--- config.mk ---
export PLATFORM = sky130hd
export DESIGN_NAME = arcade_input_ctrl
export DESIGN_NICKNAME = d
export VERILOG_FILES = /design/src/rtl/arcade_input_ctrl.sv
export SDC_FILE = /design/constraint.sdc
export NUM_CORES = 1
export LEC_CHECK = 0
export ABC_AREA = 1
export CORE_MARGIN = 2
export CORE_UTILIZATION = 55
export CTS_CLUSTER_DIAMETER = 60
export CTS_CLUSTER_SIZE = 12
export DETAILED_ROUTE_END_ITERATION = 10
export PLACE_DENSITY = 0.81
export SETUP_SLACK_MARGIN = 0.4
export SLEW_MARGIN = 10
export SYNTH_ARGS = -nofsm -noshare
export SYNTH_HDL_FRONTEND = slang
export SYNTH_SLANG_ARGS = --single-unit
export TNS_END_PERCENT = 20
--- constraint.sdc ---
create_clock -name clk_sys -period 2.6 [get_ports clk_sys]
set_input_delay 0.52 -clock clk_sys [delete_from_list [all_inputs] [get_ports clk_sys]]
set_output_delay 0.52 -clock clk_sys [all_outputs]
set_load 0.02 [all_outputs]
--- src/rtl/arcade_input_ctrl.sv ---
// Arcade input front end: PS/2 key latches + joystick merge, rotation, SOCD, coin pulse stretch.
// Latency: joystick/rot/socd -> 1 edge, key event -> 2 edges; no backpressure (level outputs).
module arcade_input_ctrl #(
    parameter int          PLAYERS    = 2,
    parameter logic [15:0] COIN_PULSE = 16'd50000,
    parameter int          ACTIVE_LOW = 1,
    parameter int          SHARED_JOY = 1
) (
    input  logic                   clk_sys,
    input  logic                   reset,
    input  logic [10:0]            ps2_key,
    input  logic                   kbd_clear,
    input  logic [16*PLAYERS-1:0]  joystick,
    input  logic [1:0]             rot,
    input  logic                   socd,
    output logic [4*PLAYERS-1:0]   dir_o,
    output logic [PLAYERS-1:0]     fire_o,
    output logic [PLAYERS-1:0]     start_o,
    output logic [1:0]             coin_o
);

    localparam logic INV  = (ACTIVE_LOW != 0);
    localparam int   NKEY = 17;

    localparam logic [4:0] K_P1U = 5'd0,  K_P1D = 5'd1,  K_P1L = 5'd2,  K_P1R = 5'd3;
    localparam logic [4:0] K_P1FA = 5'd4, K_P1FB = 5'd5;
    localparam logic [4:0] K_P2U = 5'd6,  K_P2D = 5'd7,  K_P2L = 5'd8,  K_P2R = 5'd9, K_P2F = 5'd10;
    localparam logic [4:0] K_S1A = 5'd11, K_S1B = 5'd12, K_S2A = 5'd13, K_S2B = 5'd14;
    localparam logic [4:0] K_C0 = 5'd15,  K_C1 = 5'd16;

    typedef enum logic {C_IDLE, C_ACTIVE} coin_st_t;

    logic            tog_q;
    logic            armed_q;
    logic [NKEY-1:0] key_q;
    logic            key_evt;
    logic            key_hit;
    logic [4:0]      key_idx;

    logic [15:0]          joy_any;
    logic                 unused_joy;
    logic [4*PLAYERS-1:0] dir_nx;
    logic [PLAYERS-1:0]   fire_nx;
    logic [PLAYERS-1:0]   start_nx;

    logic [1:0]  coin_req;
    logic [1:0]  req_q;
    coin_st_t    st_q  [2];
    coin_st_t    st_d  [2];
    logic [15:0] cnt_q [2];
    logic [15:0] cnt_d [2];

    // armed_q stays low for the first edge after reset so a held toggle bit is absorbed
    assign key_evt = armed_q && (ps2_key[10] != tog_q);

    always_comb begin
        key_hit = 1'b1;
        key_idx = K_P1U;
        case ({ps2_key[8], ps2_key[7:0]})
            9'h175:  key_idx = K_P1U;
            9'h172:  key_idx = K_P1D;
            9'h16B:  key_idx = K_P1L;
            9'h174:  key_idx = K_P1R;
            9'h029:  key_idx = K_P1FA;
            9'h014:  key_idx = K_P1FB;
            9'h02D:  key_idx = K_P2U;
            9'h02B:  key_idx = K_P2D;
            9'h023:  key_idx = K_P2L;
            9'h034:  key_idx = K_P2R;
            9'h01C:  key_idx = K_P2F;
            9'h016:  key_idx = K_S1A;
            9'h005:  key_idx = K_S1B;
            9'h01E:  key_idx = K_S2A;
            9'h006:  key_idx = K_S2B;
            9'h02E:  key_idx = K_C0;
            9'h036:  key_idx = K_C1;
            default: key_hit = 1'b0;
        endcase
    end

    always_ff @(posedge clk_sys or posedge reset) begin
        if (reset) begin
            tog_q   <= 1'b0;
            armed_q <= 1'b0;
            key_q   <= '0;
        end else begin
            tog_q   <= ps2_key[10];
            armed_q <= 1'b1;
            if (kbd_clear)
                key_q <= '0;
            else if (key_evt && key_hit)
                key_q[key_idx] <= ps2_key[9];
        end
    end

    always_comb begin
        joy_any = '0;
        for (int p = 0; p < PLAYERS; p++)
            joy_any = joy_any | joystick[16*p +: 16];
    end

    assign unused_joy = ^joy_any;

    always_comb begin
        logic [5:0] word;
        logic [3:0] raw;
        logic [3:0] rd;
        logic       fire;
        logic       st;
        dir_nx   = '0;
        fire_nx  = '0;
        start_nx = '0;
        for (int p = 0; p < PLAYERS; p++) begin
            word = (SHARED_JOY != 0) ? joy_any[5:0] : joystick[16*p +: 6];
            // joystick is {up,down,left,right} at [3:0]; outputs are {right,left,down,up}
            raw  = {word[0], word[1], word[2], word[3]};
            fire = word[4];
            st   = word[5];
            if (p == 0) begin
                raw  = raw | {key_q[K_P1R], key_q[K_P1L], key_q[K_P1D], key_q[K_P1U]};
                fire = fire | key_q[K_P1FA] | key_q[K_P1FB];
                st   = st | key_q[K_S1A] | key_q[K_S1B];
            end else if (p == 1) begin
                raw  = raw | {key_q[K_P2R], key_q[K_P2L], key_q[K_P2D], key_q[K_P2U]};
                fire = fire | key_q[K_P2F];
                st   = st | key_q[K_S2A] | key_q[K_S2B] | joy_any[6];
            end
            case (rot)
                2'd1:    rd = {raw[0], raw[1], raw[3], raw[2]};
                2'd2:    rd = {raw[1], raw[0], raw[2], raw[3]};
                2'd3:    rd = {raw[2], raw[3], raw[0], raw[1]};
                default: rd = raw;
            endcase
            if (socd) begin
                if (rd[0] && rd[1]) rd[1:0] = 2'b00;
                if (rd[2] && rd[3]) rd[3:2] = 2'b00;
            end
            dir_nx[4*p +: 4] = rd;
            fire_nx[p]       = fire;
            start_nx[p]      = st;
        end
    end

    assign coin_req[0] = key_q[K_C0] | joy_any[7];
    assign coin_req[1] = key_q[K_C1];

    always_comb begin
        for (int k = 0; k < 2; k++) begin
            st_d[k]  = st_q[k];
            cnt_d[k] = cnt_q[k];
            case (st_q[k])
                C_IDLE: begin
                    if (armed_q && coin_req[k] && !req_q[k]) begin
                        st_d[k]  = C_ACTIVE;
                        cnt_d[k] = COIN_PULSE - 16'd1;
                    end
                end
                default: begin
                    // a held request keeps the slot active past the minimum width
                    if (cnt_q[k] != 16'd0)
                        cnt_d[k] = cnt_q[k] - 16'd1;
                    else if (!coin_req[k])
                        st_d[k] = C_IDLE;
                end
            endcase
        end
    end

    always_ff @(posedge clk_sys or posedge reset) begin
        if (reset) begin
            req_q <= '0;
            for (int k = 0; k < 2; k++) begin
                st_q[k]  <= C_IDLE;
                cnt_q[k] <= '0;
            end
        end else begin
            req_q <= coin_req;
            for (int k = 0; k < 2; k++) begin
                st_q[k]  <= st_d[k];
                cnt_q[k] <= cnt_d[k];
            end
        end
    end

    always_ff @(posedge clk_sys or posedge reset) begin
        if (reset) begin
            dir_o   <= {(4*PLAYERS){INV}};
            fire_o  <= {PLAYERS{INV}};
            start_o <= {PLAYERS{INV}};
            coin_o  <= {2{INV}};
        end else begin
            dir_o   <= dir_nx ^ {(4*PLAYERS){INV}};
            fire_o  <= fire_nx ^ {PLAYERS{INV}};
            start_o <= start_nx ^ {PLAYERS{INV}};
            coin_o  <= {st_d[1] == C_ACTIVE, st_d[0] == C_ACTIVE} ^ {2{INV}};
        end
    end

endmodule

==> out/metrics.csv <==
metric;value;unit
place_area;0.00482;mm2
clk_latency;0.35;ns
clk_path_buf_depth;2;
cts_buffers;9;
synth_area_leaders;dfrtp_1 32%, nand2_1 13%, dfstp_2 8.7%, nor2_1 7.6%, inv_1 7.3%;
max_freq;494;MHz
synth-main-ff-cell;dfrtp_1;
timing.rr.end;cnt_q[22];
die_w;91.8;um
drive_gt1_share;9.12;%
numClockSinks;69;
max-slew-margin-rel;62.0;%
worstPathMaxFanout;17;
cp.arrival;2.27;ns
synth-xor-area-share;3.51;%
routed_wl;9650;um
grt_use_total;24.3;%
max_cap_viol_count;0;
worst_slew_pin_slew;0.569;ns
hold_viol_final;0;
synth_top_family_by_area;simple AND/OR/NAND/NOR gates;
r2r-start;cnt_q[22];
gr-total-overflow;0;
via_per_inst;5.39;
grt_start_max_net_pins;35;
avgSynthCellArea;7.08;um2
synth_nets;650;
drv_slew;0;
yosys.area.top_type;dfrtp_1;
cts_root_buf;clkbuf_8;
die_y;91.8;um
min_from;key_q[14];
fill_cells;665;
finalNetCount;704;
gp_congestion;0.952;
ys_seq_area_share;41.1;%
die_area;0.00843;mm2
dp.cells;742;
cts_hold_buf;0;
netlist_instances;599;
required;2.85;ns
yosys.area.top_type_share;32.5;%
grt_pass1_wl;16900;um
synth_edf_count;0;
fin_skew;0.0125;ns
yosys_register_bits;69;
tns;0;ns
postRouteAntennaNets;0;
dp_hpwl;7010;um
worst_r2r_path_depth;10;
drcViolationCount;0;
fin_hold_ws;0.391;ns
endpoint_kind;flip-flop;
synth_area;0.00424;mm2
drt_first_iter_violations;197;
synthSimpleGateAreaFrac;36.1;%
power.total;3150;uW
finalCritPeriodShare;77.8;%
status;complete, no violations;
hp-class;reg -> reg;
coreArea;0.00761;mm2
synth_fa_ha_area_share;0.590;%
period_minus_slack;2.02;ns
antenna_found_initial;0;
start_util;55.7;%
synth_cell_types;36;
synth_compound_area_share;8.91;%
pin_count;63;
num_vias;4096;
synthArstFlopShare;100;%
ff2ff_setup_slack;0.61;ns
port_buffers;46;
areaGrowthSynthToFinish;20.4;%
whs_endpoint;start_o[1];
path_clk_slew;0.07;ns
rsz0062_at_grt;true;
finalSetupViolCount;0;
hold_depth;1;
wl_per_cell;12.7;um
dr.pass1.iters;5;
fin_cells;760;
seq_area;0.00174;mm2
power_density;616;mW/mm2
synthTopCellsByCount;148 x nand2_1, 86 x nor2_1, 83 x inv_1, 55 x dfrtp_1, 39 x nand3_1;
synth-warning-count;0;
critical_path_class;in -> reg;
synthMuxAreaShare;0;%
multi_input_area;0.00214;mm2
grt_pass1_vias;3983;
synth.most_common_cell;nand2_1;
ir_drop;0.260;mV
htreeDepth;3;
num_antenna_cells;0;
p_leak;0.00266;uW
num_rows;32;
cts_tree;yes;
final_area;0.00511;mm2
start_kind;primary input;
==> sequential cells by signal, summed over array words and instances, names as in the netlist <==
name     flops
cnt_q       32
key_q       17
dir_o        8
coin_o       2
fire_o       2
req_q        2
st_q         2
start_o      2
armed_q      1
tog_q        1
==> layout by cell type (no fill, tap or decap), drive strengths merged, types with 2 or more instances in the layout <==
cell type,netlist,layout
clkbuf,6,12
bufinv,0,2
dfrtp,55,55
nor3,22,22
xor2,12,12
ha,2,2
nor2,90,90
nand2,153,154
o21ai,39,39
nand4,25,25
a31oi,3,3
o221ai,6,6
dfstp,14,14
buf,7,9
nor4,2,2
inv,85,84
o31ai,9,9
nand3,39,39
xnor2,5,5
clkdlybuf4s50,0,45
clkinv,2,4
o22ai,3,3
or2,3,3
nand3b,11,11
==> critical path: stages <==
cell and delay, ns:
clkdlybuf4s50_1 0.47, inv_1 0.10, nand2_1 0.09, nor2_2 0.22, nand3_1 0.16, nand4_1 0.17, nor2_4 0.08, nand2_4 0.18
nand4_1 0.13, nand2_1 0.10, inv_1 0.04
==> how the worst max path moves through the flow <==
stage	start	to	slack (ns)	cells after the start
floorplan	joystick[23]	cnt_q[19]	0.95	8
global placement	ps2_key[8]	key_q[8]	0.20	13
detailed placement	ps2_key[6]	key_q[9]	0.13	12
CTS	ps2_key[6]	key_q[6]	0.49	12
global route	cnt_q[22]	cnt_q[18]	0.35	10
finish	ps2_key[4]	key_q[0]	0.58	11
==> power by group <==
group	total, uW	internal [uW]	switching (uW)
combinational	783	318	465
sequential	1360	1230	127
clock	1000	590	412
total	3150	2140	1000
==> what timing repair did <==
action,in CTS,in global routing
setup buffers,0,1
gates resized for setup,0,10
setup endpoints to repair,0,23
==> final cells by class <==
| cell class | instances | share of cell area [%] |
|---|---|---|
| Clock buffer | 12 | 3.04 |
| Timing Repair Buffer | 55 | 10.6 |
| Multi-Input combinational cell | 431 | 41.8 |
| Tap cell | 102 | 2.50 |
| Clock inverter | 4 | 1.37 |
| Sequential cell | 69 | 34.1 |
| Inverter | 87 | 6.47 |
==> logic make-up after synthesis <==
kind of cell / count (synthesis)
DFF: 69
buffers and inverters: 100
AOI/OAI and AO/OA: 63
xor gates and xnor gates: 17
adders and majority gates: 2
other: 1
and+or+nand+nor: 347
==> per-stage QoR <==
step / util, % / worst slack, ns
6_report: 67.1 / 0.576
5_1_grt: 67.1 / 0.353
4_1_cts: 66.3 / 0.488
3_5_place_dp: 63.4 / 0.125
3_3_place_gp: 63.4 / 0.195
2_1_floorplan: - / 0.950
==> metal layers <==
layer  track usage [%]  part of all wire [%]
met1              30.2                    45
met2              42.5                    49
met3              4.19                   4.7
met4              8.96                   1.4
met5                 0                     0
Power figures use the tool's default switching activity.
